==> src/rtl/data_mem_access.sv <==
// data_mem_access
//   Bridges execute-stage load/store requests to a synchronous word-wide data
//   SRAM with byte write enables. It stalls the pipeline across the SRAM read
//   latency and returns aligned, sign- or zero-extended load data.
//
// Ports
//   clk, rst      : clock, synchronous active-high reset
//   req_en        : request valid
//   req_wen       : 1 = store, 0 = load
//   req_size      : 00 byte, 01 half, 10 word, 11 illegal
//   req_signed    : loads only, sign-extend when set
//   req_addr      : byte address
//   req_wdata     : right-justified store data
//   stall         : combinational pipeline hold
//   load_valid    : one-cycle pulse qualifying load_data
//   load_data     : extended load result
//   access_err    : one-cycle pulse for a misaligned or illegal-size request
//   mem_en        : SRAM read strobe
//   mem_we        : SRAM byte write enables (bit i = byte lane i)
//   mem_addr      : SRAM word address
//   mem_wdata     : SRAM write data
//   mem_rdata     : SRAM read data, valid READ_LATENCY cycles after mem_en
module data_mem_access #(
  parameter int unsigned ADDR_W       = 10,
  parameter int unsigned READ_LATENCY = 1   // legal range 1..4
) (
  input  logic              clk,
  input  logic              rst,
  input  logic              req_en,
  input  logic              req_wen,
  input  logic [1:0]        req_size,
  input  logic              req_signed,
  input  logic [31:0]       req_addr,
  input  logic [31:0]       req_wdata,
  output logic              stall,
  output logic              load_valid,
  output logic [31:0]       load_data,
  output logic              access_err,
  output logic              mem_en,
  output logic [3:0]        mem_we,
  output logic [ADDR_W-1:0] mem_addr,
  output logic [31:0]       mem_wdata,
  input  logic [31:0]       mem_rdata
);

  typedef enum logic [1:0] {
    IDLE     = 2'd0,
    RD_ISSUE = 2'd1,
    RD_WAIT  = 2'd2,
    RD_DONE  = 2'd3
  } state_t;

  state_t r_state, w_next;

  logic [1:0]        r_off;
  logic [1:0]        r_size;
  logic              r_signed;
  logic [1:0]        r_cnt;

  logic              r_mem_en;
  logic [3:0]        r_mem_we;
  logic [ADDR_W-1:0] r_mem_addr;
  logic [31:0]       r_mem_wdata;
  logic              r_load_valid;
  logic [31:0]       r_load_data;
  logic              r_access_err;

  logic              w_legal;
  logic              w_load_ok;
  logic              w_store_ok;
  logic              w_err;
  logic              w_last;
  logic [3:0]        w_we;
  logic [31:0]       w_wdata;
  logic [31:0]       w_shift;
  logic [7:0]        w_byte;
  logic [15:0]       w_half;
  logic [31:0]       w_ext;
  logic              w_unused;

  // Only the word-address slice of req_addr reaches the SRAM.
  assign w_unused = &{1'b0, req_addr};

  always_comb begin
    w_legal = 1'b0;
    unique case (req_size)
      2'b00:   w_legal = 1'b1;
      2'b01:   w_legal = ~req_addr[0];
      2'b10:   w_legal = (req_addr[1:0] == 2'b00);
      default: w_legal = 1'b0;
    endcase
  end

  assign w_load_ok  = (r_state == IDLE) && req_en && !req_wen && w_legal;
  assign w_store_ok = (r_state == IDLE) && req_en &&  req_wen && w_legal;
  assign w_err      = (r_state == IDLE) && req_en && !w_legal;
  assign w_last     = (r_cnt == 2'(READ_LATENCY - 1));

  assign stall = (r_state == RD_ISSUE) || (r_state == RD_WAIT) || w_load_ok;

  // Store lane steering: data is replicated across lanes, enables pick the lane.
  always_comb begin
    w_we    = '0;
    w_wdata = '0;
    unique case (req_size)
      2'b00: begin
        w_we    = 4'b0001 << req_addr[1:0];
        w_wdata = {4{req_wdata[7:0]}};
      end
      2'b01: begin
        w_we    = req_addr[1] ? 4'b1100 : 4'b0011;
        w_wdata = {2{req_wdata[15:0]}};
      end
      2'b10: begin
        w_we    = 4'b1111;
        w_wdata = req_wdata;
      end
      default: begin
        w_we    = '0;
        w_wdata = '0;
      end
    endcase
  end

  // Load extraction uses the offset/size/signedness captured at acceptance.
  always_comb begin
    w_shift = mem_rdata >> {r_off, 3'b000};
    w_byte  = w_shift[7:0];
    w_half  = r_off[1] ? mem_rdata[31:16] : mem_rdata[15:0];
    w_ext   = mem_rdata;
    unique case (r_size)
      2'b00:   w_ext = {{24{r_signed & w_byte[7]}}, w_byte};
      2'b01:   w_ext = {{16{r_signed & w_half[15]}}, w_half};
      default: w_ext = mem_rdata;
    endcase
  end

  always_comb begin
    w_next = r_state;
    unique case (r_state)
      IDLE:     if (w_load_ok) w_next = RD_ISSUE;
      RD_ISSUE: w_next = RD_WAIT;
      RD_WAIT:  if (w_last) w_next = RD_DONE;
      RD_DONE:  w_next = IDLE;
      default:  w_next = IDLE;
    endcase
  end

  always_ff @(posedge clk) begin
    if (rst) begin
      r_state <= IDLE;
    end else begin
      r_state <= w_next;
    end
  end

  // All memory-side and result outputs are registered; the issue cycle's
  // strobes are computed from the IDLE-cycle request so they land in RD_ISSUE.
  always_ff @(posedge clk) begin
    if (rst) begin
      r_off        <= '0;
      r_size       <= '0;
      r_signed     <= 1'b0;
      r_cnt        <= '0;
      r_mem_en     <= 1'b0;
      r_mem_we     <= '0;
      r_mem_addr   <= '0;
      r_mem_wdata  <= '0;
      r_load_valid <= 1'b0;
      r_load_data  <= '0;
      r_access_err <= 1'b0;
    end else begin
      r_mem_en     <= w_load_ok;
      r_mem_we     <= w_store_ok ? w_we : 4'b0000;
      r_mem_wdata  <= w_store_ok ? w_wdata : 32'h0;
      r_mem_addr   <= (w_load_ok || w_store_ok) ? req_addr[ADDR_W+1:2] : '0;
      r_access_err <= w_err;
      r_load_valid <= (r_state == RD_WAIT) && w_last;
      r_load_data  <= ((r_state == RD_WAIT) && w_last) ? w_ext : 32'h0;

      if (w_load_ok) begin
        r_off    <= req_addr[1:0];
        r_size   <= req_size;
        r_signed <= req_signed;
      end

      if (r_state == RD_WAIT) begin
        r_cnt <= r_cnt + 2'd1;
      end else begin
        r_cnt <= '0;
      end
    end
  end

  assign mem_en     = r_mem_en;
  assign mem_we     = r_mem_we;
  assign mem_addr   = r_mem_addr;
  assign mem_wdata  = r_mem_wdata;
  assign load_valid = r_load_valid;
  assign load_data  = r_load_data;
  assign access_err = r_access_err;

endmodule

==> config.mk <==
export PLATFORM = sky130hd
export DESIGN_NAME = data_mem_access
export DESIGN_NICKNAME = d
export VERILOG_FILES = /design/src/rtl/data_mem_access.sv
export SDC_FILE = /design/constraint.sdc
export NUM_CORES = 1
export LEC_CHECK = 0
export CORE_UTILIZATION = 39
export CTS_BUF_LIST = sky130_fd_sc_hd__clkbuf_8
export DETAILED_ROUTE_END_ITERATION = 8
export PLACE_DENSITY = 0.85
export SETUP_SLACK_MARGIN = 0.5
export SYNTH_ARGS = -nofsm -noshare
export SYNTH_HDL_FRONTEND = slang
export SYNTH_SLANG_ARGS = --single-unit
export TNS_END_PERCENT = 10
==> constraint.sdc <==
create_clock -name clk -period 1.8 [get_ports clk]
set_input_delay 0.27 -clock clk [delete_from_list [all_inputs] [get_ports clk]]
set_output_delay 0.27 -clock clk [all_outputs]
set_load 0.05 [all_outputs]
# After elaboration in Yosys (flattened, before gate mapping)
# Index checks and enable logic that the tools add are counted.
[classes] n_mux=9 reduce_logical=22 n_bitwise=7 n_eq_ne=8 shift=2 n_addsub=1
[op_table] op="one-hot mux 32 bit (3 select lines)" n=1
[op_table] op="one-hot mux 32 bit (2 select lines)" n=1
[op_table] op=">> shifter 32 x 5 -> 8 bit" n=1
[op_table] op="two-way mux 16 bit" n=1
[op_table] op="one-hot mux 4 bit (3 select lines)" n=1
[op_table] op="logical NOT 2 bit" n=5
[op_table] op="one-hot mux 2 bit (4 select lines)" n=1
[op_table] op="OR reduction 2 bit" n=4
[op_table] op="logical AND 1 bit" n=7
[op_table] op="== test 2 x 1 -> 1 bit, second input constant" n=3
[op_table] op="== test 2 bit, second input constant" n=3
[op_table] op="NOT 1 bit" n=5
[op_table] op="two-way mux 2 bit" n=2
[op_table] op="two-way mux 4 bit" n=1
[op_table] op="inequality test 2 bit, second input constant" n=2
[op_table] op="left shift 1 x 2 -> 4 bit, first input constant" n=1
[op_table] op="logical OR 1 bit" n=3
[op_table] op="one-hot mux 1 bit (3 select lines)" n=1
[op_table] op="adder 2 x 1 -> 2 bit, second input constant" n=1
[op_table] op="AND 1 bit" n=2
[op_table] op="logical NOT 1 bit" n=2
[op_table] op="AND reduction 2 bit" n=1
[totals] register_bits=90 input_bits=103 out_inout_bits=82 wordCells=61

# Logic depth before layout (Yosys ltp)
[depth] word_depth=7 mapped_depth=7 ltp_nobuf=6

# Worst setup path before layout
# Ideal clock, no wire load.
[synth_path] path_type="reg-to-output" from="register r_state[0]" to="output port stall" arrival_time_ns=1.462 required_ns=1.530 stages_incl_launch_ff=7 path_slack_ns=0.068 n_path_buf=1 path_cell_list="dfxtp_1 inv_1 ha_1 nand2_1 a211o_1 buf_6 nand2b_1"
[synth_via] elab_chain_cells=5 elab_cells_between_ends=8 classes_between="eq/ne (2); reduce/logical (6)"
[synth_rtl] element="start: declaration" line="53" source="state_t r_state, w_next;"
[synth_rtl] element="start signal: assignment" line="153" source="r_state <= w_next;"
[synth_rtl] element="logical NOT 2 bit" line="94" source="assign w_load_ok = (r_state == IDLE) && req_en && !req_wen && w_legal;"
[synth_rtl] element="logical AND 1 bit (3 in series)" line="94"
[synth_rtl] element="logical OR 1 bit (*)" line="99" source="assign stall = (r_state == RD_ISSUE) || (r_state == RD_WAIT) || w_load_ok;"
[synth_rtl] element="end: declaration" line="35" source="output logic stall,"
# Every way passes the cells marked *; elsewhere a longest branch is shown, timed or not.

# Final worst setup path
[layout_path] from="register r_mem_wdata[17], in the netlist mem_wdata[17]" to="output port mem_wdata[17]"
[layout_rtl] element="start: declaration" line="63" source="logic [31:0] r_mem_wdata;"
[layout_rtl] element="start signal: assignment" line="175" source="r_mem_wdata <= w_store_ok ? w_wdata : 32'h0;"
[layout_rtl] element="end: declaration" line="42" source="output logic [31:0] mem_wdata,"
# No word-level cell between the ends.

==> results.cfg <==
[cells_and_area]
num_antenna_cells = 0
final_cells = 652
final_cell_mix = 120 x clkdlybuf4s50_1, 87 x dfxtp_1, 59 x nand2_1
nNetsFinal = 649
seq_area_mm2 = 0.001808
layout_commonest_cell = clkdlybuf4s50_1
area_growth_pct = 68.61
multiInputGateArea_mm2 = 0.001421
finalInstanceArea_mm2 = 0.005525
nFillCells = 632
drive_gt1_share_pct = 21.02
final_core_util_pct = 67.58

[power]
ir_worst_vdd_mv = 0.5865
p_leak_nw = 2.322
p_int_mw = 3.759
pwr-share-comb_pct = 28.2
pwr-share-seq_pct = 40.1
p_per_area_mw_per_mm2 = 959.0
p_sw_share_pct = 29.06
power.switching_mw = 1.540
clkPwrFrac_pct = 31.7
power.total_mw = 5.299

[grt]
grt_max_degree = 33
antenna_found_initial = 0
grt_usage_pct = 22.75
grt_pass1_wl_um = 15370
grt-ovfl-total = 0
grt_pass1_vias = 3260

[drt]
route.detailed.drc = 0
wl_um = 10170
firstDrtPassIters = 5
vias_per_cell = 5.095
vias = 3322
postRouteAntennaNets = 0
drtIter0Drc = 176
wl_per_cell_um = 15.59

[synth]
ys.flop_type = dfxtp_1
ys_types = 35
synthCells = 349
synth.cell_area_mm2 = 0.003277
synth_nets = 456
synth_seq_cells = 90
synth_area_leaders = dfxtp_1 55%, nand2_1 7.0%, a21oi_1 5.8%, mux2_2 3.1%, nor2_1 3.0%
synth.top_cell.area_share_pct = 54.98
synthArstFlopShare_pct = 0
post-synth-top-area-cell = dfxtp_1
synth_edf_count = 0
yosysWarningCount = 0
yosysSeqAreaShare_pct = 54.98
synth_area_per_cell_um2 = 9.389

[critical_path]
crit_type = reg2out
worst-path-buf-inv = 1
start_kind = flip-flop
critPathMaxStageDelay_ps = 800
cp_top_family = buffers and inverters
cp-end-kind = output port
crit_path_max_fanout = 1
cp.required_ps = 1530
slowest_stage = clkdlybuf4s50_1
crit_arrival_ps = 1490
crit_chain = clkdlybuf4s50_1

[placement]
gp_congestion = 0.8658
post_dp_cell_area_mm2 = 0.005182
dp.cells = 622
post-place-ws_ps = -203.2
portBuffers = 164
dpl.hpwl_um = 7250

[sta]
finalHoldViolCount = 0
setup_tns_ps = 0
setup_viol = 0
period_share_pct = 97.99
worst_slew_pin_slew_ps = 553.0
drv_slew = 0
fin_hold_ws_ps = 446.4
slew_headroom_pct = 63.14
finalCriticalPeriod_ps = 1764
finalWorstSetupSlack_ps = 36.12
skew_ps = 7.067
rsz0062_at_grt = yes
fmax_ghz = 0.5669

[die]
dieArea_mm2 = 0.008773
start_util_pct = 40.08
die_w_um = 93.67
design.core.area_mm2 = 0.008175
die_height_um = 93.67
ios = 185
num_rows = 33

[outcome]
run_status = finished clean

[clocking]
worstSkewPairLatency_ps = 360
cts_buffers = 9
path_clk_slew_ps = 90
htree_levels = 3
cts_max_path_buffers = 2
root_buffer = clkbuf_8
cts_hold_buffers = 0
cts.sinks = 90
cts_tree = done

[job]
cap_violations = 0

[min_path]
hold_path_class = in2reg
## repair_timing
action | CTS | global route
gates cloned | 0 | 4
setup buffers | 7 | 3
gates resized for setup | 97 | 45
pin swaps | 3 | 5
endpoints found under the setup margin | 167 | 152
## registers in the layout (all words and copies together) (netlist names), 2 cells and up
name and count:
r_off 2, r_cnt 2, r_size 2, r_state 2
mem_addr 10, mem_wdata 32, mem_we 4, load_data 32
## layout make-up
cell class,instances,area share (%)
flip-flops and latches,90,32.72
inverters,15,1.064
clock buffers,10,2.491
multi-input cells,223,25.72
well taps,105,2.378
repair buffers,203,33.58
clock inverters,6,2.038
## metal layers
layer / GRT usage, % / vias up / routed length [um]
met3: 7.767 / 23 / 1116
met5: 0 / - / 0
met1: 23.78 / 1543 / 3619
met2: 41.42 / 178 / 5207
met4: 9.359 / 0 / 223
li1: - / 1578 / -
## worst min-delay path, cell delays in order
cell	delay, ps
dlygate4sd2_1	220
buf_4	130
a21oi_1	60
nor2_1	80
## cells by family after synthesis
family	synth area share, %
buf+inv	4.963
flops	54.98
mux	5.231
simple gates	17.26
fa+ha+maj	1.527
compound gates	16.04
## final timing paths
kind                                 start                 endpoint  slack [ps]  cells past startpoint
setup / recovery  mem_wdata[17]$_SDFF_PP0_            mem_wdata[17]          40                      1
setup reg to reg   r_state[0]$_SDFFE_PP0P_  mem_wdata[0]$_SDFF_PP0_         130                      8
hold / removal                 req_addr[1]     mem_we[2]$_SDFF_PP0_         450                      4
hold reg to reg        r_cnt[0]$_SDFF_PP0_      r_cnt[0]$_SDFF_PP0_         520                      2
## power by group through the flow
stage	Clock, mW	Sequential, mW	Combinational [mW]
2_1_floorplan	0	2.39	0.474
3_3_place_gp	0	2.16	1.22
3_5_place_dp	0	2.17	1.26
4_1_cts	1.70	2.12	1.37
5_1_grt	1.79	2.14	1.59
6_report	1.68	2.13	1.49
## synthesized netlist by cell type (2+ instances only)
cell type / count
inv_1: 15
mux2_2: 9
nand3b_1: 2
nor3b_1: 2
ha_1: 4
o21ai_0: 9
a221oi_1: 8
nand2_1: 61
clkbuf_1: 17
nand2b_1: 3
nor2b_1: 3
and2_1: 12
a222oi_1: 7
o21bai_1: 2
nor2_1: 26
and3_1: 8
mux2i_1: 7
a22oi_1: 8
buf_6: 3
dfxtp_1: 90
a21oi_1: 38
a211o_1: 2
(Power assumes the default switching activity.)
